==> config.mk <==
export PLATFORM = sky130hd
export DESIGN_NAME = ps2_key_rx_flat
export DESIGN_NICKNAME = d
export VERILOG_FILES = /design/src/rtl/ps2_key_rx_if.sv /design/src/rtl/ps2_key_rx.sv /design/src/flat_wrapper.sv
export SDC_FILE = /design/constraint.sdc
export NUM_CORES = 1
export LEC_CHECK = 0
export BUFFER_PORTS_ARGS = -buffer_cell sky130_fd_sc_hd__buf_2
export CAP_MARGIN = 20
export CORE_ASPECT_RATIO = 1.1
export CORE_UTILIZATION = 55
export CTS_CLUSTER_SIZE = 28
export DETAILED_ROUTE_END_ITERATION = 7
export PLACE_DENSITY = 0.74
export SLEW_MARGIN = 20
export SYNTH_ARGS = -nofsm -noshare
export SYNTH_HDL_FRONTEND = slang
export SYNTH_SLANG_ARGS = --single-unit
==> constraint.sdc <==
create_clock -name clk -period 2.7 [get_ports clk]
set_clock_uncertainty 0.1 [all_clocks]
set_input_delay 0.27 -clock clk [delete_from_list [all_inputs] [get_ports clk]]
set_output_delay 0.27 -clock clk [all_outputs]
set_load 0.05 [all_outputs]
==> src/rtl/ps2_key_rx_if.sv <==
// ============================================================================
// Module  : ps2_key_rx_if
// Brief   : Key-event valid/ready port between the PS/2 receiver and its consumer.
// Revision: 1.0 - initial release
// ============================================================================
`default_nettype none

interface ps2_key_rx_if;
  logic [7:0] key_code;
  logic       key_brk;
  logic       key_ext;
  logic       key_valid;
  logic       key_ready;

  modport master (
    output key_code, key_brk, key_ext, key_valid,
    input  key_ready
  );

  modport slave (
    input  key_code, key_brk, key_ext, key_valid,
    output key_ready
  );
endinterface

`default_nettype wire

==> src/rtl/ps2_key_rx.sv <==
// ============================================================================
// Module  : ps2_key_rx
// Brief   : PS/2 keyboard receiver with glitch filter, E0/F0 folding and event FIFO.
//           Define PS2_PARITY_CHK_EN to enforce odd parity on received frames.
// Revision: 1.0 - initial release
// ============================================================================
`default_nettype none

module ps2_key_rx #(
  parameter int FILT_LEN    = 4,
  parameter int TIMEOUT_CYC = 50000,
  parameter int FIFO_DEPTH  = 8
) (
  input  wire logic      clk,
  input  wire logic      rst,
  input  wire logic      ps2_clk,
  input  wire logic      ps2_data,
  ps2_key_rx_if.master   key,
  output logic           ovf,
  output logic           frame_err
);

  localparam int c_FILT_W = (FILT_LEN > 1) ? $clog2(FILT_LEN) : 1;
  localparam int c_TO_W   = $clog2(TIMEOUT_CYC + 1);
  localparam int c_AW     = $clog2(FIFO_DEPTH);
  localparam int c_CW     = c_AW + 1;
  localparam logic [c_FILT_W-1:0] c_FILT_MAX = c_FILT_W'(FILT_LEN - 1);
  localparam logic [c_TO_W-1:0]   c_TO_MAX   = c_TO_W'(TIMEOUT_CYC - 1);
  localparam logic [c_CW-1:0]     c_FULL     = c_CW'(FIFO_DEPTH);

  typedef enum logic [1:0] {
    S_IDLE   = 2'd0,
    S_DATA   = 2'd1,
    S_PARITY = 2'd2,
    S_STOP   = 2'd3
  } state_t;

  // ---------------------------------------------------------------- input path
  logic [1:0]          r_clk_s;
  logic [1:0]          r_dat_s;
  logic                r_filt_clk;
  logic [c_FILT_W-1:0] r_filt_cnt;
  logic                w_fall;
  logic                w_dat;

  always_ff @(posedge clk) begin
    if (rst) begin
      r_clk_s    <= 2'b11;
      r_dat_s    <= 2'b11;
      r_filt_clk <= 1'b1;
      r_filt_cnt <= '0;
    end else begin
      r_clk_s <= {r_clk_s[0], ps2_clk};
      r_dat_s <= {r_dat_s[0], ps2_data};
      if (r_clk_s[1] != r_filt_clk) begin
        if (r_filt_cnt == c_FILT_MAX) begin
          r_filt_clk <= r_clk_s[1];
          r_filt_cnt <= '0;
        end else begin
          r_filt_cnt <= r_filt_cnt + 1'b1;
        end
      end else begin
        r_filt_cnt <= '0;
      end
    end
  end

  // Sample event is the cycle in which the filtered clock commits to 1->0.
  assign w_fall = r_filt_clk & ~r_clk_s[1] & (r_filt_cnt == c_FILT_MAX);
  assign w_dat  = r_dat_s[1];

  // ---------------------------------------------------------------- deframer
  state_t            r_state, w_state_nxt;
  logic [7:0]        r_shift, w_shift_nxt;
  logic [2:0]        r_bit_cnt, w_bit_cnt_nxt;
  logic [c_TO_W-1:0] r_to_cnt;
  logic              w_timeout;
  logic              w_par_ok;
  logic              w_done;
  logic              w_err;

`ifdef PS2_PARITY_CHK_EN
  logic r_par, w_par_nxt;
  assign w_par_ok = ^{r_shift, r_par};
`else
  assign w_par_ok = 1'b1;
`endif

  assign w_timeout = (r_state != S_IDLE) && !w_fall && (r_to_cnt == c_TO_MAX);

  always_ff @(posedge clk) begin
    if (rst) begin
      r_state   <= S_IDLE;
      r_shift   <= '0;
      r_bit_cnt <= '0;
      r_to_cnt  <= '0;
`ifdef PS2_PARITY_CHK_EN
      r_par     <= 1'b0;
`endif
    end else begin
      r_state   <= w_state_nxt;
      r_shift   <= w_shift_nxt;
      r_bit_cnt <= w_bit_cnt_nxt;
`ifdef PS2_PARITY_CHK_EN
      r_par     <= w_par_nxt;
`endif
      if (r_state == S_IDLE || w_fall)
        r_to_cnt <= '0;
      else
        r_to_cnt <= r_to_cnt + 1'b1;
    end
  end

  always_comb begin
    w_state_nxt   = r_state;
    w_shift_nxt   = r_shift;
    w_bit_cnt_nxt = r_bit_cnt;
`ifdef PS2_PARITY_CHK_EN
    w_par_nxt     = r_par;
`endif
    w_done        = 1'b0;
    w_err         = 1'b0;
    if (w_timeout) begin
      w_state_nxt = S_IDLE;
      w_err       = 1'b1;
    end else if (w_fall) begin
      case (r_state)
        S_IDLE: begin
          if (!w_dat) begin
            w_state_nxt   = S_DATA;
            w_bit_cnt_nxt = '0;
          end
        end
        S_DATA: begin
          w_shift_nxt   = {w_dat, r_shift[7:1]};
          w_bit_cnt_nxt = r_bit_cnt + 3'd1;
          if (r_bit_cnt == 3'd7)
            w_state_nxt = S_PARITY;
        end
        S_PARITY: begin
`ifdef PS2_PARITY_CHK_EN
          w_par_nxt   = w_dat;
`endif
          w_state_nxt = S_STOP;
        end
        S_STOP: begin
          w_state_nxt = S_IDLE;
          if (w_dat && w_par_ok)
            w_done = 1'b1;
          else
            w_err = 1'b1;
        end
        default: w_state_nxt = S_IDLE;
      endcase
    end
  end

  // ------------------------------------------------------------ byte handling
  // r_shift cannot change in the cycle after STOP, so it is read directly here.
  logic       r_byte_done;
  logic       r_byte_err;
  logic       r_ext;
  logic       r_brk;
  logic       w_is_e0;
  logic       w_is_f0;
  logic       w_push;
  logic [9:0] w_wdata;

  assign w_is_e0 = (r_shift == 8'hE0);
  assign w_is_f0 = (r_shift == 8'hF0);
  assign w_push  = r_byte_done & ~w_is_e0 & ~w_is_f0;
  assign w_wdata = {r_brk, r_ext, r_shift};

  always_ff @(posedge clk) begin
    if (rst) begin
      r_byte_done <= 1'b0;
      r_byte_err  <= 1'b0;
      r_ext       <= 1'b0;
      r_brk       <= 1'b0;
    end else begin
      r_byte_done <= w_done;
      r_byte_err  <= w_err;
      if (r_byte_done) begin
        if (w_is_e0) begin
          r_ext <= 1'b1;
        end else if (w_is_f0) begin
          r_brk <= 1'b1;
        end else begin
          r_ext <= 1'b0;
          r_brk <= 1'b0;
        end
      end else if (r_byte_err) begin
        r_ext <= 1'b0;
        r_brk <= 1'b0;
      end
    end
  end

  // --------------------------------------------------------------- event FIFO
  logic [9:0]      r_mem [FIFO_DEPTH];
  logic [c_AW-1:0] r_wptr, r_rptr, w_rptr_nxt;
  logic [c_CW-1:0] r_count, w_count_nxt, w_occ;
  logic            r_valid;
  logic [9:0]      r_head, w_head_nxt;
  logic            r_ovf;
  logic            w_pop, w_full, w_wr, w_ovf;

  assign w_pop       = r_valid & key.key_ready;
  assign w_full      = (r_count == c_FULL);
  assign w_wr        = w_push & (~w_full | w_pop);
  assign w_ovf       = w_push & w_full & ~w_pop;
  assign w_count_nxt = r_count + c_CW'(w_wr) - c_CW'(w_pop);
  assign w_rptr_nxt  = r_rptr + c_AW'(w_pop);
  assign w_occ       = r_count - c_CW'(w_pop);
  // A push into an otherwise-empty FIFO bypasses memory straight into the head.
  assign w_head_nxt  = (w_occ == '0) ? w_wdata : r_mem[w_rptr_nxt];

  always_ff @(posedge clk) begin
    if (w_wr)
      r_mem[r_wptr] <= w_wdata;
  end

  always_ff @(posedge clk) begin
    if (rst) begin
      r_wptr  <= '0;
      r_rptr  <= '0;
      r_count <= '0;
      r_valid <= 1'b0;
      r_head  <= '0;
      r_ovf   <= 1'b0;
    end else begin
      if (w_wr)
        r_wptr <= r_wptr + 1'b1;
      r_rptr  <= w_rptr_nxt;
      r_count <= w_count_nxt;
      r_valid <= (w_count_nxt != '0);
      r_head  <= (w_count_nxt != '0) ? w_head_nxt : 10'd0;
      r_ovf   <= w_ovf;
    end
  end

  assign key.key_code  = r_head[7:0];
  assign key.key_ext   = r_head[8];
  assign key.key_brk   = r_head[9];
  assign key.key_valid = r_valid;
  assign ovf           = r_ovf;
  assign frame_err     = r_byte_err;

endmodule

`default_nettype wire

==> src/flat_wrapper.sv <==
// flat-port wrapper written by rule: the top's interface ports become plain ports
module ps2_key_rx_flat 
#(
  parameter int FILT_LEN    = 4,
  parameter int TIMEOUT_CYC = 50000,
  parameter int FIFO_DEPTH  = 8
)
  (clk, rst, ps2_clk, ps2_data, ovf, frame_err, key_key_code, key_key_brk, key_key_ext, key_key_valid, key_key_ready);
  ps2_key_rx_if key_i ();
  input  wire logic clk;
  input  wire logic rst;
  input  wire logic ps2_clk;
  input  wire logic ps2_data;
  output logic ovf;
  output logic frame_err;
  output wire logic [$bits(key_i.key_code)-1:0] key_key_code;
  output wire logic [$bits(key_i.key_brk)-1:0] key_key_brk;
  output wire logic [$bits(key_i.key_ext)-1:0] key_key_ext;
  output wire logic [$bits(key_i.key_valid)-1:0] key_key_valid;
  input wire logic [$bits(key_i.key_ready)-1:0] key_key_ready;
  assign key_key_code = key_i.key_code;
  assign key_key_brk = key_i.key_brk;
  assign key_key_ext = key_i.key_ext;
  assign key_key_valid = key_i.key_valid;
  assign key_i.key_ready = key_key_ready;
  ps2_key_rx #(.FILT_LEN(FILT_LEN), .TIMEOUT_CYC(TIMEOUT_CYC), .FIFO_DEPTH(FIFO_DEPTH)) u_core (.clk(clk), .rst(rst), .ps2_clk(ps2_clk), .ps2_data(ps2_data), .key(key_i), .ovf(ovf), .frame_err(frame_err));
endmodule
### Word level (Yosys, flattened, before mapping)

Memories as Yosys holds them, arrays and structs flattened.
Index checks and enable logic that the tools add are counted.

| storage, ports and cells | value |
|---|---|
| register bits | 62 |
| RAM bits | 80 |
| input port bits | 5 |
| word-level logic and storage cells | 101 |
| memories | 1 |

| cells by class | value |
|---|---|
| $add $sub $neg | 8 |
| eq/ne operators | 14 |
| muxes and demuxes | 20 |
| bitwise operators | 19 |
| reduce and logical (&&, ||, !) cells | 21 |

Memories:

| name | words | width | read ports | clocked after Yosys merged registers in | wr ports | line | source |
|---|---|---|---|---|---|---|---|
| u_core.r_mem | 8 | 10 | 1 | 0 | 1 | ps2_key_rx.sv:200 | `logic [9:0] r_mem [FIFO_DEPTH];` |

Operators by type and width:

| operator | count |
|---|---|
| adder 16 x 1 -> 16 bit (second input constant) | 1 |
| equality test 16 bit (second input constant) | 1 |
| equality test 8 bit (second input constant) | 2 |
| two-way mux 1 bit | 14 |
| two-way mux 10 bit | 1 |
| NOT 1 bit | 10 |
| bitwise AND 1 bit | 8 |
| case mux 2 bit (4 select lines) | 1 |
| subtractor 4 x 1 -> 4 bit | 2 |
| adder 3 x 1 -> 3 bit (second input constant) | 2 |
| equality test 2 bit (second input constant) | 3 |
| case mux 3 bit (2 select lines) | 1 |
| AND reduction 2 bit | 3 |
| AND reduction 3 bit | 2 |
| nonzero test 2 bit | 3 |
| OR reduction 2 bit | 3 |
| adder 4 x 1 -> 4 bit | 1 |
| equality test 4 bit (second input constant) | 1 |
| logical NOT 4 bit | 1 |
| two-way mux 2 bit | 2 |
| inequality test 2 bit (second input constant) | 2 |
| AND reduction 4 bit | 1 |
| nonzero test 4 bit | 1 |
| OR reduction 4 bit | 1 |
| other kinds (14) | 15 |

### Depth between registers and ports, before layout

Gate-level depths: netlist (run 1).

| logic depth | value |
|---|---|
| word-level depth | 10 |
| mapped depth | 13 |
| gate-level depth less buffers | 12 |

### Worst setup path before layout (run 1)

OpenSTA, ideal clock, no wires.

| path | value |
|---|---|
| path type | reg2reg |
| start | register u_core.r_valid (netlist: u_core.key.key_valid) |
| end | register u_core.r_head[0] |
| arrival | 2493 ps |
| slack | -50 ps |
| stages on the path, launching flop included | 11 |
| buffers on the path | 1 |
| cell sequence | dfxtp_1 nand2_1 inv_1 ha_1 inv_1 ha_1 and3b_4 or4_4 a21oi_4 buf_12 a2111oi_2 |

| between the ends | value |
|---|---|
| cells in the longest elaborated chain, start to end | 8 |
| elaborated cells between the ends (all ways) | 13 |

Ends and longest elaborated chain:

| element | line | source |
|---|---|---|
| start: declaration | ps2_key_rx.sv:203 | `logic r_valid;` |
| start signal: assignment | ps2_key_rx.sv:236 | `r_valid <= (w_count_nxt != '0);` |
| bitwise AND 1 bit (*) | ps2_key_rx.sv:208 | `assign w_pop = r_valid & key.key_ready;` |
| bitwise OR 1 bit | ps2_key_rx.sv:210 | `assign w_wr = w_push & (~w_full \| w_pop);` |
| bitwise AND 1 bit | ps2_key_rx.sv:210 |  |
| adder 4 x 1 -> 4 bit | ps2_key_rx.sv:212 | `assign w_count_nxt = r_count + c_CW'(w_wr) - c_CW'(w_pop);` |
| subtractor 4 x 1 -> 4 bit | ps2_key_rx.sv:212 |  |
| nonzero test 4 bit | ps2_key_rx.sv:237 | `r_head <= (w_count_nxt != '0) ? w_head_nxt : 10'd0;` |
| NOT 1 bit (no source line) | n/a |  |
| OR reduction 2 bit (no source line) | n/a |  |
| end signal: assignment | ps2_key_rx.sv:237 |  |
| end: declaration | ps2_key_rx.sv:204 | `logic [9:0] r_head, w_head_nxt;` |

Mark *: on every way between the ends. The rest lies on a longest branch, timed or not.
A chain may end at the register's enable or synchronous reset.

### Final worst setup path (run 1)

| path | value |
|---|---|
| start | register u_core.r_shift[0] |
| end | register u_core.r_head[2] |

| between the ends | value |
|---|---|
| cells in the longest elaborated chain, start to end | 10 |
| elaborated cells between the ends (all ways) | 12 |

Ends and longest elaborated chain:

| element | line | source |
|---|---|---|
| start: declaration | ps2_key_rx.sv:74 | `logic [7:0] r_shift, w_shift_nxt;` |
| start signal: assignment | ps2_key_rx.sv:102 | `r_shift <= w_shift_nxt;` |
| equality test 8 bit | ps2_key_rx.sv:169 | `assign w_is_e0 = (r_shift == 8'hE0);` |
| NOT 1 bit | ps2_key_rx.sv:171 | `assign w_push = r_byte_done & ~w_is_e0 & ~w_is_f0;` |
| bitwise AND 1 bit | ps2_key_rx.sv:171 |  |
| bitwise AND 1 bit (*) | ps2_key_rx.sv:171 |  |
| bitwise AND 1 bit (*) | ps2_key_rx.sv:210 |  |
| net u_core.w_wr | ps2_key_rx.sv:206 | `logic w_pop, w_full, w_wr, w_ovf;` |
| adder 4 x 1 -> 4 bit (*) | ps2_key_rx.sv:212 |  |
| subtractor 4 x 1 -> 4 bit (*) | ps2_key_rx.sv:212 |  |
| nonzero test 4 bit (*) | ps2_key_rx.sv:237 |  |
| NOT 1 bit (no source line) (*) | n/a |  |
| OR reduction 2 bit (no source line) (*) | n/a |  |

The timed path passes the listed nets; every way through them passes the cells marked *.

==> impl_metrics.prom, run 1 <==
# TYPE chip_impl_metric gauge
chip_impl_metric{name="number_of_cell_rows",unit=""} 39
chip_impl_info{name="yosys.cell_count.top_type",value="sky130_fd_sc_hd__edfxtp_1"} 1
chip_impl_metric{name="tritoncts_num_sinks",unit=""} 142
chip_impl_metric{name="grt_first_pass_wirelength",unit="mm"} 17.7
chip_impl_metric{name="route.detailed.vias_per_inst",unit=""} 5.62
chip_impl_metric{name="antenna_diode_count",unit=""} 0
chip_impl_metric{name="multiInputGateArea",unit="um2"} 2180
chip_impl_metric{name="timing_max_transition_violations_final",unit=""} 0
chip_impl_metric{name="synth_nets",unit=""} 436
chip_impl_metric{name="grtUsageMet1",unit="%"} 26.3
chip_impl_info{name="ys_top_cells_by_count",value="80 x sky130_fd_sc_hd__edfxtp_1, 62 x sky130_fd_sc_hd__dfxtp_1, 43 x sky130_fd_sc_hd__nor2_1, 20 x sky130_fd_sc_hd__mux2i_1, 20 x sky130_fd_sc_hd__mux4_2"} 1
chip_impl_metric{name="power.ir.vdd_worst",unit="uV"} 434
chip_impl_info{name="min_from",value="rst"} 1
chip_impl_metric{name="drt-total-wl",unit="mm"} 11.4
chip_impl_metric{name="critical_path.max_fanout",unit=""} 6
chip_impl_metric{name="numPortBuffers",unit=""} 17
chip_impl_metric{name="detailed_place.area",unit="um2"} 6270
chip_impl_metric{name="clock_latency",unit="ns"} 0.41
chip_impl_metric{name="ios",unit=""} 18
chip_impl_metric{name="fmaxAchievable",unit="MHz"} 374
chip_impl_metric{name="share_of_final_layout_standard_cells_stronger_than_drive_strength_1",unit="%"} 28.3
chip_impl_metric{name="path_clk_slew",unit="ns"} 0.06
chip_impl_info{name="run_status",value="finished clean"} 1
chip_impl_info{name="synth_area_leaders",value="sky130_fd_sc_hd__edfxtp_1 41%, sky130_fd_sc_hd__dfxtp_1 21%, sky130_fd_sc_hd__mux4_2 7.7%"} 1
chip_impl_metric{name="hold_viol",unit=""} 0
chip_impl_metric{name="routabilityCongestion",unit=""} 0.787
chip_impl_info{name="grt.busiest_layer",value="met2"} 1
chip_impl_info{name="timing.hold.worst.class",value="in -> reg"} 1
chip_impl_metric{name="initial_cell_density_of_the_core",unit="%"} 56.5
chip_impl_metric{name="die_h",unit="um"} 110
chip_impl_metric{name="final.hold.worst_slack",unit="ns"} 0.232
chip_impl_metric{name="dr.first_iter.drc_count",unit=""} 154
chip_impl_metric{name="leakage",unit="nW"} 2.55
chip_impl_metric{name="worst_slew_pin_slew",unit="ns"} 0.586
chip_impl_metric{name="final_nets",unit=""} 485
chip_impl_metric{name="post_synthesis_instance_area",unit="um2"} 5870
chip_impl_info{name="critical_path.endpoint_type",value="register"} 1
chip_impl_info{name="worstReg2RegStart",value="u_core.r_shift[0]"} 1
chip_impl_metric{name="detailed_routing_iteration_count_for_the_pre_antenna_repair_pass",unit=""} 4
chip_impl_metric{name="die_x",unit="um"} 101
chip_impl_metric{name="syn_area_per_cell",unit="um2"} 14.3
chip_impl_metric{name="seq_area",unit="um2"} 3640
chip_impl_metric{name="postSynthRegisterBits",unit=""} 142
chip_impl_metric{name="fillCellCount",unit=""} 723
chip_impl_info{name="clock_tree_from_tritoncts",value="done"} 1
chip_impl_info{name="worstSetupPathType",value="reg -> reg"} 1
chip_impl_metric{name="vias",unit=""} 3462
chip_impl_metric{name="timing.critical_path.required",unit="ns"} 2.90
chip_impl_metric{name="track_usage",unit="%"} 21.9
chip_impl_metric{name="maxCapViolations",unit=""} 0
chip_impl_metric{name="synth-seq-area-share",unit="%"} 62.1
chip_impl_metric{name="grt_start_max_net_pins",unit=""} 24
chip_impl_metric{name="final_min_period_over_clock_period",unit="%"} 99.1
chip_impl_info{name="timing.critical_path.from",value="u_core.r_shift[0]"} 1
chip_impl_metric{name="postSynth.asyncResetShare",unit="%"} 0
chip_impl_metric{name="place_ws",unit="ns"} -0.0799
chip_impl_metric{name="fin_area",unit="um2"} 7000
chip_impl_metric{name="final_antenna_net_count",unit=""} 0
chip_impl_metric{name="finalWorstSetupSlack",unit="ns"} 0.0232
chip_impl_metric{name="synth_enable_flop_cells",unit=""} 80
chip_impl_metric{name="grtUsageMet3",unit="%"} 4.73
chip_impl_info{name="yosys_most_used_dff",value="sky130_fd_sc_hd__edfxtp_1"} 1
chip_impl_metric{name="relSlewSlack",unit="%"} 60.4
chip_impl_metric{name="setup_violations",unit=""} 0
chip_impl_metric{name="layout_overhead_on_the_synthesized_area",unit="%"} 19.2
chip_impl_metric{name="setup_total_negative_slack",unit="ns"} 0
chip_impl_metric{name="clk_path_buf_depth",unit=""} 2
chip_impl_metric{name="grt_antenna_before_repair",unit=""} 0
chip_impl_metric{name="power.density",unit="nW/um2"} 885
chip_impl_metric{name="grtUsageMet2",unit="%"} 38.4
chip_impl_metric{name="clock_h_tree_levels",unit=""} 4
chip_impl_metric{name="grt_overflow_total",unit=""} 0
chip_impl_metric{name="grt_pass1_vias",unit=""} 3481
chip_impl_info{name="crit_path_start_kind",value="register"} 1
chip_impl_info{name="root_buffer",value="sky130_fd_sc_hd__clkbuf_16"} 1
chip_impl_metric{name="dp.final_hpwl",unit="mm"} 7.05
chip_impl_metric{name="critPathArrivalTime",unit="ns"} 2.88
chip_impl_metric{name="drc",unit=""} 0
chip_impl_metric{name="avg_wl_per_cell",unit="um"} 18.4
chip_impl_metric{name="post_synth_inst_count",unit=""} 411
chip_impl_info{name="synthDominantAreaCellType",value="sky130_fd_sc_hd__edfxtp_1"} 1
chip_impl_metric{name="core_area",unit="um2"} 10400
chip_impl_metric{name="period_minus_slack",unit="ns"} 2.68
chip_impl_metric{name="cts-buffers-inserted",unit=""} 17
chip_impl_metric{name="design.die.area",unit="um2"} 11100
chip_impl_metric{name="power",unit="mW"} 6.19
chip_impl_metric{name="ys.warnings.count",unit=""} 0
chip_impl_metric{name="synth.lib_cells_used.distinct",unit=""} 58
chip_impl_metric{name="yosysTopAreaCellShare",unit="%"} 40.9
-- where the power goes --
part           total (mW)  switching [mW]  internal [mW]
Sequential           2.40          0.0398           2.36
Combinational        1.62           0.952          0.669
Clock                2.17           0.881           1.29
Total                6.19            1.87           4.32
-- area by class of cell --
type | count | area share [%]
inverters | 17 | 0.912
multi-input cells | 235 | 31.1
clock inverters | 14 | 1.72
flip-flops and latches | 142 | 52.1
repair buffers | 47 | 5.29
well taps | 143 | 2.56
clock buffers | 18 | 6.28
-- routing by layer --
metal,wire length (um),vias up
met1,4710,1714
met4,115,0
met2,6020,79
met3,515,12
met5,0,-
li1,-,1657
-- registers in the layout (all words and copies together) (netlist names), 2 cells and up --
register           count
u_core.r_dat_s         2
u_core.r_shift         8
u_core.r_wptr          3
u_core.r_clk_s         2
u_core.r_count         4
u_core.r_rptr          3
u_core.r_bit_cnt       3
u_core.r_to_cnt       16
u_core.r_head         10
u_core.r_mem          80
u_core.r_state         2
u_core.r_filt_cnt      2
-- kinds of logic (layout without fill, tap and decap cells) --
| group | after synthesis | after routing | share of synthesized area (%) |
|---|---|---|---|
| buffers and inverters | 34 | 96 | 2.75 |
| xor gates and xnor gates | 11 | 11 | 1.64 |
| AOI/OAI and AO/OA | 44 | 44 | 6.95 |
| DFF | 142 | 142 | 62.1 |
| muxes | 41 | 41 | 11.3 |
| adders and majority gates | 20 | 20 | 4.39 |
| and+or+nand+nor | 119 | 119 | 10.9 |
-- worst max-delay path: stages (launching register included) --
cell                        delay [ns]
sky130_fd_sc_hd__dfxtp_1          0.31
sky130_fd_sc_hd__nand4b_1         0.22
sky130_fd_sc_hd__o41a_1           0.45
sky130_fd_sc_hd__nand2_2          0.10
sky130_fd_sc_hd__inv_1            0.06
sky130_fd_sc_hd__ha_2             0.19
sky130_fd_sc_hd__inv_2            0.06
sky130_fd_sc_hd__fa_1             0.41
sky130_fd_sc_hd__nand3b_1         0.15
sky130_fd_sc_hd__a21oi_4          0.06
sky130_fd_sc_hd__buf_12           0.16
sky130_fd_sc_hd__a2111oi_4        0.30
-- stage by stage --
step / utilization (%) / std cells
2_1_floorplan: - / 411
3_3_place_gp: 60.3 / 577
3_5_place_dp: 60.3 / 577
4_1_cts: 66.1 / 612
5_1_grt: 67.3 / 616
6_report: 67.3 / 616
-- path summary, 6_finish.rpt --
path / endpoint / slack (ns) / cells after the start
max: u_core.r_head[2] / 0.02 / 11
min: u_core.r_shift[5] / 0.23 / 2
max reg2reg: u_core.r_head[2] / 0.02 / 11
min reg2reg: u_core.r_clk_s[1] / 0.31 / 1
-- cell usage in the layout, fill, tap and decap left out, types with 4 or more instances in the layout --
cell and instances:
sky130_fd_sc_hd__buf_2 17, sky130_fd_sc_hd__clkinv_2 4, sky130_fd_sc_hd__o21ai_0 4, sky130_fd_sc_hd__nand2_1 14, sky130_fd_sc_hd__dfxtp_1 61, sky130_fd_sc_hd__inv_1 16
sky130_fd_sc_hd__a2111oi_2 4, sky130_fd_sc_hd__clkbuf_16 18, sky130_fd_sc_hd__nand3_1 8, sky130_fd_sc_hd__a2111oi_4 6, sky130_fd_sc_hd__clkinv_4 4, sky130_fd_sc_hd__mux2i_1 20
sky130_fd_sc_hd__nor3_1 8, sky130_fd_sc_hd__xnor2_1 7, sky130_fd_sc_hd__mux4_2 20, sky130_fd_sc_hd__ha_1 18, sky130_fd_sc_hd__edfxtp_1 80, sky130_fd_sc_hd__or2_2 4
sky130_fd_sc_hd__nor2_1 43, sky130_fd_sc_hd__a21oi_1 10, sky130_fd_sc_hd__buf_4 24, sky130_fd_sc_hd__nor2b_1 5
-- what timing repair did --
action                                 CTS  global route
gates cloned                             0             1
pin swaps                                0             8
buffers inserted                         1             3
hold buffers                             2             0
setup endpoints to repair                7            10
resized for setup                        2             9
endpoints found under the hold margin    2             0
(Power assumes the default switching activity.)
==> run 2: changes to the inputs <==
Settings changed: RECOVER_POWER from default to 100, SLEW_MARGIN 20 to default.
Clock period 2.7 ns to 2.43 ns, I/O delays scaled along.
==> run 2 against run 1 <==
Final cell count is 1.5% higher. The run now ends with setup timing left. Die area did not move. Clock power increased by 40%. Sequential share of layout area decreased by 1.7 points. Critical path depth unchanged. Worst hold slack got worse by 0.042 ns. Sequential power increased by 11%. Total power increased by 25%. Routed wire length rose by 3.4%. Highest routed layer unchanged. Sequential cell count did not move. First-iteration DRC count fell by 8.4%. Largest cell class unchanged. Count of clock-buffer cells in the layout up 4.
==> impl_metrics.prom, run 2 (synthesis gave the netlist of run 1 again) <==
# TYPE chip_impl_metric gauge
chip_impl_metric{name="timing_max_transition_violations_final",unit=""} 0
chip_impl_metric{name="clk_path_buf_depth",unit=""} 2
chip_impl_metric{name="hold_viol",unit=""} 0
chip_impl_info{name="timing.hold.worst.class",value="in -> reg"} 1
chip_impl_metric{name="numPortBuffers",unit=""} 17
chip_impl_info{name="clock_tree_from_tritoncts",value="done"} 1
chip_impl_metric{name="critical_path.max_stage_delay",unit="ns"} 0.42
chip_impl_info{name="timing.critical_path.cells",value="nand4b_1 > o41a_1 > nand2_1 > inv_1 > ha_2 > inv_2 > fa_2 > nand3b_1 > a21oi_4 > buf_12 > a2111oi_4"} 1
chip_impl_metric{name="number_of_cell_rows",unit=""} 39
chip_impl_metric{name="timing.hold.worst_path_depth",unit=""} 2
chip_impl_metric{name="final_antenna_net_count",unit=""} 0
chip_impl_metric{name="pwr-share-comb",unit="%"} 26.4
chip_impl_metric{name="final_nets",unit=""} 494
chip_impl_metric{name="critPathArrivalTime",unit="ns"} 2.76
chip_impl_metric{name="maxCapViolations",unit=""} 0
chip_impl_metric{name="track_usage",unit="%"} 22.1
chip_impl_metric{name="vias",unit=""} 3556
chip_impl_metric{name="leakage",unit="nW"} 2.64
chip_impl_info{name="violated_checks",value="setup timing"} 1
chip_impl_info{name="most_frequent_standard_cell_in_the_layout_excluding_fill_and_tap_cells",value="sky130_fd_sc_hd__edfxtp_1"} 1
chip_impl_metric{name="worst-r2r-setup-slack",unit="ns"} -0.14
chip_impl_metric{name="fillCellCount",unit=""} 706
chip_impl_metric{name="tritoncts_num_sinks",unit=""} 142
chip_impl_info{name="root_buffer",value="sky130_fd_sc_hd__clkbuf_16"} 1
chip_impl_metric{name="clock_latency",unit="ns"} 0.41
chip_impl_metric{name="routabilityCongestion",unit=""} 0.802
chip_impl_metric{name="power",unit="mW"} 7.76
chip_impl_info{name="final_cell_mix",value="80 x sky130_fd_sc_hd__edfxtp_1, 60 x sky130_fd_sc_hd__dfxtp_1, 43 x sky130_fd_sc_hd__nor2_1, 26 x sky130_fd_sc_hd__buf_4, 21 x sky130_fd_sc_hd__clkbuf_1"} 1
chip_impl_metric{name="power.density",unit="nW/um2"} 1070
chip_impl_metric{name="setup_total_negative_slack",unit="ns"} -0.793
chip_impl_metric{name="clkPwrFrac",unit="%"} 39.2
chip_impl_metric{name="route.detailed.vias_per_inst",unit=""} 5.69
chip_impl_metric{name="timing.critical_path.required",unit="ns"} 2.62
chip_impl_metric{name="grt_first_pass_wirelength",unit="mm"} 17.7
chip_impl_metric{name="detailed_place.area",unit="um2"} 6370
chip_impl_info{name="worst_path_dominant_cell_family",value="compound AO/OA/AOI/OAI gates"} 1
chip_impl_metric{name="fin_area",unit="um2"} 7250
chip_impl_metric{name="ios",unit=""} 18
chip_impl_metric{name="antenna_diode_count",unit=""} 0
chip_impl_info{name="crit_path_start_kind",value="register"} 1
chip_impl_metric{name="fmaxAchievable",unit="MHz"} 389
chip_impl_metric{name="layout_overhead_on_the_synthesized_area",unit="%"} 23.5
chip_impl_metric{name="cellInternalPower",unit="mW"} 5.60
chip_impl_metric{name="critical_path.max_fanout",unit=""} 6
chip_impl_metric{name="relSlewSlack",unit="%"} 23.3
chip_impl_metric{name="sequentialPowerShare",unit="%"} 34.4
chip_impl_info{name="worstSetupPathType",value="reg -> reg"} 1
chip_impl_metric{name="grt_antenna_before_repair",unit=""} 0
chip_impl_metric{name="dp.final_hpwl",unit="mm"} 6.85
chip_impl_info{name="biggestRegsByFlops",value="u_core.r_mem x80, u_core.r_to_cnt x16, u_core.r_head x10"} 1
chip_impl_metric{name="worst_slew_pin_slew",unit="ns"} 1.15
chip_impl_info{name="critical_path.endpoint_type",value="register"} 1
chip_impl_metric{name="grt_overflow_total",unit=""} 0
chip_impl_metric{name="avg_wl_per_cell",unit="um"} 18.8
chip_impl_metric{name="share_of_final_layout_standard_cells_stronger_than_drive_strength_1",unit="%"} 26.6
chip_impl_metric{name="detailed_routing_iteration_count_for_the_pre_antenna_repair_pass",unit=""} 4
chip_impl_metric{name="final_min_period_over_clock_period",unit="%"} 106
chip_impl_info{name="critical_path.slowest_cell",value="sky130_fd_sc_hd__fa_2"} 1
chip_impl_metric{name="die_h",unit="um"} 110
chip_impl_info{name="hold-path-endpoint",value="u_core.r_bit_cnt[1]"} 1
chip_impl_metric{name="drt-total-wl",unit="mm"} 11.8
chip_impl_metric{name="switching_power",unit="mW"} 2.16
chip_impl_metric{name="grt_pass1_vias",unit=""} 3467
chip_impl_metric{name="design.die.area",unit="um2"} 11100
chip_impl_metric{name="critPathBufInv",unit=""} 3
chip_impl_metric{name="initial_cell_density_of_the_core",unit="%"} 56.5
chip_impl_metric{name="worst_r2r_path_depth",unit=""} 11
chip_impl_metric{name="finalWorstSetupSlack",unit="ns"} -0.143
chip_impl_metric{name="core_area",unit="um2"} 10400
chip_impl_metric{name="period_minus_slack",unit="ns"} 2.57
chip_impl_metric{name="power_switching_share",unit="%"} 27.8
chip_impl_metric{name="grt_start_max_net_pins",unit=""} 26
chip_impl_metric{name="path_clk_slew",unit="ns"} 0.06
chip_impl_info{name="rr_endpoint",value="u_core.r_head[1]"} 1
chip_impl_metric{name="power.ir.vdd_worst",unit="uV"} 613
chip_impl_info{name="worstReg2RegStart",value="u_core.r_shift[0]"} 1
chip_impl_metric{name="drc",unit=""} 0
chip_impl_info{name="rsz0062_at_grt",value="true"} 1
chip_impl_metric{name="largest_reg_flops",unit=""} 80
chip_impl_metric{name="cts-buffers-inserted",unit=""} 17
chip_impl_metric{name="final.hold.worst_slack",unit="ns"} 0.190
chip_impl_info{name="run_status",value="finished, violations left"} 1
chip_impl_metric{name="die_x",unit="um"} 101
chip_impl_metric{name="dr.first_iter.drc_count",unit=""} 141
chip_impl_info{name="min_from",value="rst"} 1
chip_impl_metric{name="clock_h_tree_levels",unit=""} 4
chip_impl_info{name="largest-register",value="u_core.r_mem"} 1
chip_impl_metric{name="setup_violations",unit=""} 11
[run 2: cell count changes in the layout (fill, tap and decap cells not counted), moves of 4 or more]
cell and delta:
sky130_fd_sc_hd__buf_2 -13, sky130_fd_sc_hd__mux2i_2 +4, sky130_fd_sc_hd__clkbuf_1 +21, sky130_fd_sc_hd__bufinv_16 +6, sky130_fd_sc_hd__mux2i_1 -4
[run 2: power groups by stage]
| stage | clock, mW | sequential, mW | combinational (mW) |
|---|---|---|---|
| floorplan | 0 | 2.95 | 0.953 |
| global placement | 0 | 2.72 | 1.54 |
| detailed placement | 0 | 2.72 | 1.57 |
| CTS | 3.08 | 2.67 | 1.69 |
| global route | 3.18 | 2.68 | 2.16 |
| finish | 3.04 | 2.67 | 2.05 |
[run 2: layout make-up]
type | instances | area [um2] | area share [%]
Timing Repair Buffer | 56 | 412 | 5.68
Tap cell | 143 | 179 | 2.47
Inverter | 17 | 63.8 | 0.880
Clock inverter | 10 | 233 | 3.21
Multi-Input combinational cell | 235 | 2240 | 30.8
Clock buffer | 22 | 474 | 6.54
Sequential cell | 142 | 3650 | 50.4
[run 2: worst max-delay path by stage]
| stage | slack [ns] | startpoint | cells after the start | end |
|---|---|---|---|---|
| 2_1_floorplan | -0.07 | u_core.r_shift[0] | 10 | u_core.r_head[0] |
| 3_3_place_gp | -0.05 | u_core.r_shift[0] | 11 | u_core.r_head[6] |
| 3_5_place_dp | -0.13 | u_core.r_shift[0] | 11 | u_core.r_head[6] |
| 4_1_cts | -0.05 | u_core.r_shift[0] | 11 | u_core.r_head[5] |
| 5_1_grt | -0.25 | u_core.r_shift[0] | 11 | u_core.r_head[1] |
| 6_report | -0.14 | u_core.r_shift[0] | 11 | u_core.r_head[1] |
[run 2: repair_timing]
action,in CTS,in global routing
gates cloned,0,1
pin swaps,2,3
resized for setup,3,13
hold buffers,2,0
setup endpoints to repair,11,11
endpoints found under the hold margin,2,0
setup buffers,3,0
[run 2: metal layers]
| metal | routed length (um) | GRT usage, % | vias to the layer above | part of all wire [%] |
|---|---|---|---|---|
| li1 | - | - | 1667 | - |
| met1 | 4850 | 27.4 | 1770 | 41 |
| met2 | 6050 | 36.8 | 99 | 52 |
| met3 | 587 | 5.67 | 20 | 5.0 |
| met4 | 257 | 9.83 | 0 | 2.2 |
| met5 | 0 | 0 | - | 0 |
[run 2: metrics by stage]
stage | std cells | util, % | worst slack [ns]
after floorplan | 411 | - | -0.0746
final | 625 | 69.7 | -0.143
after global placement | 587 | 61.3 | -0.0454
after global routing | 625 | 69.7 | -0.246
after detailed placement | 587 | 61.3 | -0.132
after CTS | 624 | 68.8 | -0.0537
==> run 3: changes to the inputs <==
Settings changed: PLACE_DENSITY 0.74 to 0.79.
==> run 3 against run 2 <==
The run still ends with setup timing left. Count of clock-buffer cells in the layout decreased by 3. First-iteration DRC count rose by 21%. Combinational power down 4%. Critical path depth decreased by 1. Global-route usage increased by 0.87 points. Register-to-register slack about the same. Highest routed layer unchanged.
==> impl_metrics.prom, run 3 (synthesis gave the netlist of run 1 again) <==
# TYPE chip_impl_metric gauge
chip_impl_info{name="most_frequent_standard_cell_in_the_layout_excluding_fill_and_tap_cells",value="sky130_fd_sc_hd__edfxtp_1"} 1
chip_impl_metric{name="pwr-share-comb",unit="%"} 26.5
chip_impl_metric{name="vias",unit=""} 3537
chip_impl_metric{name="avg_wl_per_cell",unit="um"} 19.1
chip_impl_metric{name="initial_cell_density_of_the_core",unit="%"} 56.5
chip_impl_metric{name="worst_r2r_path_depth",unit=""} 10
chip_impl_metric{name="power.ir.vdd_worst",unit="uV"} 542
chip_impl_metric{name="timing.critical_path.required",unit="ns"} 2.60
chip_impl_metric{name="clk_path_buf_depth",unit=""} 2
chip_impl_metric{name="hold_viol",unit=""} 0
chip_impl_metric{name="die_x",unit="um"} 101
chip_impl_info{name="worstReg2RegStart",value="u_core.r_shift[0]"} 1
chip_impl_metric{name="numPortBuffers",unit=""} 17
chip_impl_metric{name="grt_start_max_net_pins",unit=""} 22
chip_impl_metric{name="grt_first_pass_wirelength",unit="mm"} 18.3
chip_impl_metric{name="routabilityCongestion",unit=""} 0.810
chip_impl_metric{name="finalWorstSetupSlack",unit="ns"} -0.147
chip_impl_metric{name="fmaxAchievable",unit="MHz"} 388
chip_impl_metric{name="final_nets",unit=""} 491
chip_impl_metric{name="power.density",unit="nW/um2"} 1030
chip_impl_info{name="run_status",value="finished, violations left"} 1
chip_impl_info{name="endpoint",value="u_core.r_head[5]"} 1
chip_impl_info{name="biggestRegsByFlops",value="u_core.r_mem x80, u_core.r_to_cnt x16, u_core.r_head x10"} 1
chip_impl_info{name="crit_path_start_kind",value="register"} 1
chip_impl_metric{name="final_antenna_net_count",unit=""} 0
chip_impl_metric{name="worst-r2r-setup-slack",unit="ns"} -0.15
chip_impl_metric{name="period_minus_slack",unit="ns"} 2.58
chip_impl_metric{name="setup_violations",unit=""} 11
chip_impl_metric{name="finish.utilization",unit="%"} 69.0
chip_impl_metric{name="cts-buffers-inserted",unit=""} 17
chip_impl_metric{name="track_usage",unit="%"} 23.0
chip_impl_metric{name="grt_pass1_vias",unit=""} 3658
chip_impl_metric{name="drt-total-wl",unit="mm"} 11.9
chip_impl_info{name="timing.hold.worst.class",value="in -> reg"} 1
chip_impl_metric{name="route.detailed.vias_per_inst",unit=""} 5.69
chip_impl_metric{name="grt_overflow_total",unit=""} 0
chip_impl_info{name="final_cell_mix",value="80 x sky130_fd_sc_hd__edfxtp_1, 60 x sky130_fd_sc_hd__dfxtp_1, 43 x sky130_fd_sc_hd__nor2_1, 24 x sky130_fd_sc_hd__buf_4, 20 x sky130_fd_sc_hd__mux4_2"} 1
chip_impl_metric{name="leakage",unit="nW"} 2.63
chip_impl_metric{name="critical_path.max_fanout",unit=""} 5
chip_impl_metric{name="critPathArrivalTime",unit="ns"} 2.75
chip_impl_metric{name="detailed_routing_iteration_count_for_the_pre_antenna_repair_pass",unit=""} 5
chip_impl_metric{name="design.die.area",unit="um2"} 11100
chip_impl_info{name="root_buffer",value="sky130_fd_sc_hd__clkbuf_16"} 1
chip_impl_metric{name="dp.final_hpwl",unit="mm"} 7.33
chip_impl_info{name="clock_tree_from_tritoncts",value="done"} 1
chip_impl_info{name="timing.critical_path.from",value="u_core.r_shift[0]"} 1
chip_impl_metric{name="worst_slew_pin_slew",unit="ns"} 0.635
chip_impl_metric{name="drc",unit=""} 0
chip_impl_metric{name="layout_overhead_on_the_synthesized_area",unit="%"} 22.2
chip_impl_metric{name="dr.first_iter.drc_count",unit=""} 170
chip_impl_metric{name="relSlewSlack",unit="%"} 57.1
chip_impl_metric{name="final.hold.worst_slack",unit="ns"} 0.214
chip_impl_metric{name="fillCellCount",unit=""} 683
chip_impl_metric{name="post-place-cells",unit=""} 585
chip_impl_metric{name="maxCapViolations",unit=""} 0
chip_impl_metric{name="fin_cells",unit=""} 622
chip_impl_metric{name="core_area",unit="um2"} 10400
chip_impl_metric{name="die_h",unit="um"} 110
chip_impl_metric{name="antenna_diode_count",unit=""} 0
chip_impl_metric{name="power_switching_share",unit="%"} 28.7
chip_impl_info{name="worstSetupPathType",value="reg -> reg"} 1
chip_impl_metric{name="clkPwrFrac",unit="%"} 37.5
chip_impl_metric{name="ios",unit=""} 18
chip_impl_info{name="rr_endpoint",value="u_core.r_head[5]"} 1
chip_impl_metric{name="timing_max_transition_violations_final",unit=""} 0
chip_impl_metric{name="multiInputGateArea",unit="um2"} 2230
chip_impl_info{name="largest-register",value="u_core.r_mem"} 1
chip_impl_info{name="rsz0062_at_grt",value="true"} 1
chip_impl_metric{name="cellInternalPower",unit="mW"} 5.29
chip_impl_metric{name="sequentialPowerShare",unit="%"} 36.0
chip_impl_metric{name="number_of_cell_rows",unit=""} 39
chip_impl_info{name="critical_path.endpoint_type",value="register"} 1
chip_impl_metric{name="grt_antenna_before_repair",unit=""} 0
chip_impl_metric{name="clock_h_tree_levels",unit=""} 4
chip_impl_info{name="violated_checks",value="setup timing"} 1
chip_impl_metric{name="final_min_period_over_clock_period",unit="%"} 106
chip_impl_metric{name="switching_power",unit="mW"} 2.12
chip_impl_metric{name="seq_area",unit="um2"} 3650
chip_impl_metric{name="clock_latency",unit="ns"} 0.41
chip_impl_metric{name="share_of_final_layout_standard_cells_stronger_than_drive_strength_1",unit="%"} 28.0
chip_impl_metric{name="largest_reg_flops",unit=""} 80
chip_impl_metric{name="path_clk_slew",unit="ns"} 0.06
chip_impl_metric{name="tritoncts_num_sinks",unit=""} 142
## run 3: cell count changes in the layout (fill, tap and decap cells not counted), sizes merged
cell / before / now
buf: 34 / 45
bufinv: 7 / 5
clkbuf: 42 / 25
clkinv: 3 / 6
clkinvlp: 0 / 2
## run 3: how the worst min path moves through the flow
stage                     endpoint  cells past startpoint         startpoint  slack [ns]
2_1_floorplan    u_core.r_clk_s[0]                      1            ps2_clk        0.25
3_3_place_gp     u_core.r_clk_s[1]                      1  u_core.r_clk_s[0]        0.29
3_5_place_dp     u_core.r_clk_s[1]                      1  u_core.r_clk_s[0]        0.30
4_1_cts        u_core.r_bit_cnt[1]                      2                rst        0.16
5_1_grt        u_core.r_bit_cnt[1]                      2                rst        0.23
6_report       u_core.r_bit_cnt[1]                      2                rst        0.21
## run 3: layer usage
| metal | up-vias | routed length [um] | track usage, % |
|---|---|---|---|
| li1 | 1663 | - | - |
| met1 | 1763 | 4660 | 25.6 |
| met2 | 97 | 6490 | 41.2 |
| met3 | 14 | 576 | 6.12 |
| met4 | 0 | 145 | 10.6 |
| met5 | - | 0 | 0 |
## run 3: worst max-delay path, stage by stage, from the launching register on
cell and delay, ns:
sky130_fd_sc_hd__dfxtp_4 0.33, sky130_fd_sc_hd__nand4b_1 0.19, sky130_fd_sc_hd__o41a_1 0.44, sky130_fd_sc_hd__nand2_2 0.10
sky130_fd_sc_hd__inv_2 0.04, sky130_fd_sc_hd__ha_4 0.15, sky130_fd_sc_hd__and3b_4 0.18, sky130_fd_sc_hd__or4_4 0.43
sky130_fd_sc_hd__a21oi_4 0.22, sky130_fd_sc_hd__clkbuf_16 0.20, sky130_fd_sc_hd__a2111oi_4 0.04
## run 3: stage by stage
step / worst slack, ns / setup TNS [ns] / cell area, um2 / total power [mW]
6_report: -0.147 / -1.32 / 7180 / 7.41
4_1_cts: -0.0814 / -0.698 / 7050 / 7.13
5_1_grt: -0.248 / -2.51 / 7180 / 7.67
3_3_place_gp: -0.0416 / -0.389 / 6360 / 4.25
3_5_place_dp: -0.141 / -1.27 / 6360 / 4.31
2_1_floorplan: -0.0746 / -1.17 / 5890 / 3.90
## run 3: layout make-up
| class | count | area share, % |
|---|---|---|
| repair buffers | 53 | 5.70 |
| inverters | 17 | 0.889 |
| flip-flops and latches | 142 | 50.9 |
| clock buffers | 19 | 6.17 |
| clock inverters | 13 | 2.72 |
| well taps | 143 | 2.49 |
| multi-input cells | 235 | 31.1 |
## run 3: power by group through the flow
stage	combinational [mW]	clock (mW)	sequential, mW
2_1_floorplan	0.953	0	2.95
3_3_place_gp	1.54	0	2.71
3_5_place_dp	1.59	0	2.72
4_1_cts	1.67	2.79	2.67
5_1_grt	2.08	2.91	2.68
6_report	1.96	2.78	2.67
## run 3: repair_timing
action	in CTS	in global routing
gates resized for setup	3	11
pin swaps	2	13
gates cloned	0	1
endpoints found under the hold margin	2	0
setup endpoints to repair	11	11
hold buffers	2	0
buffers inserted	1	0
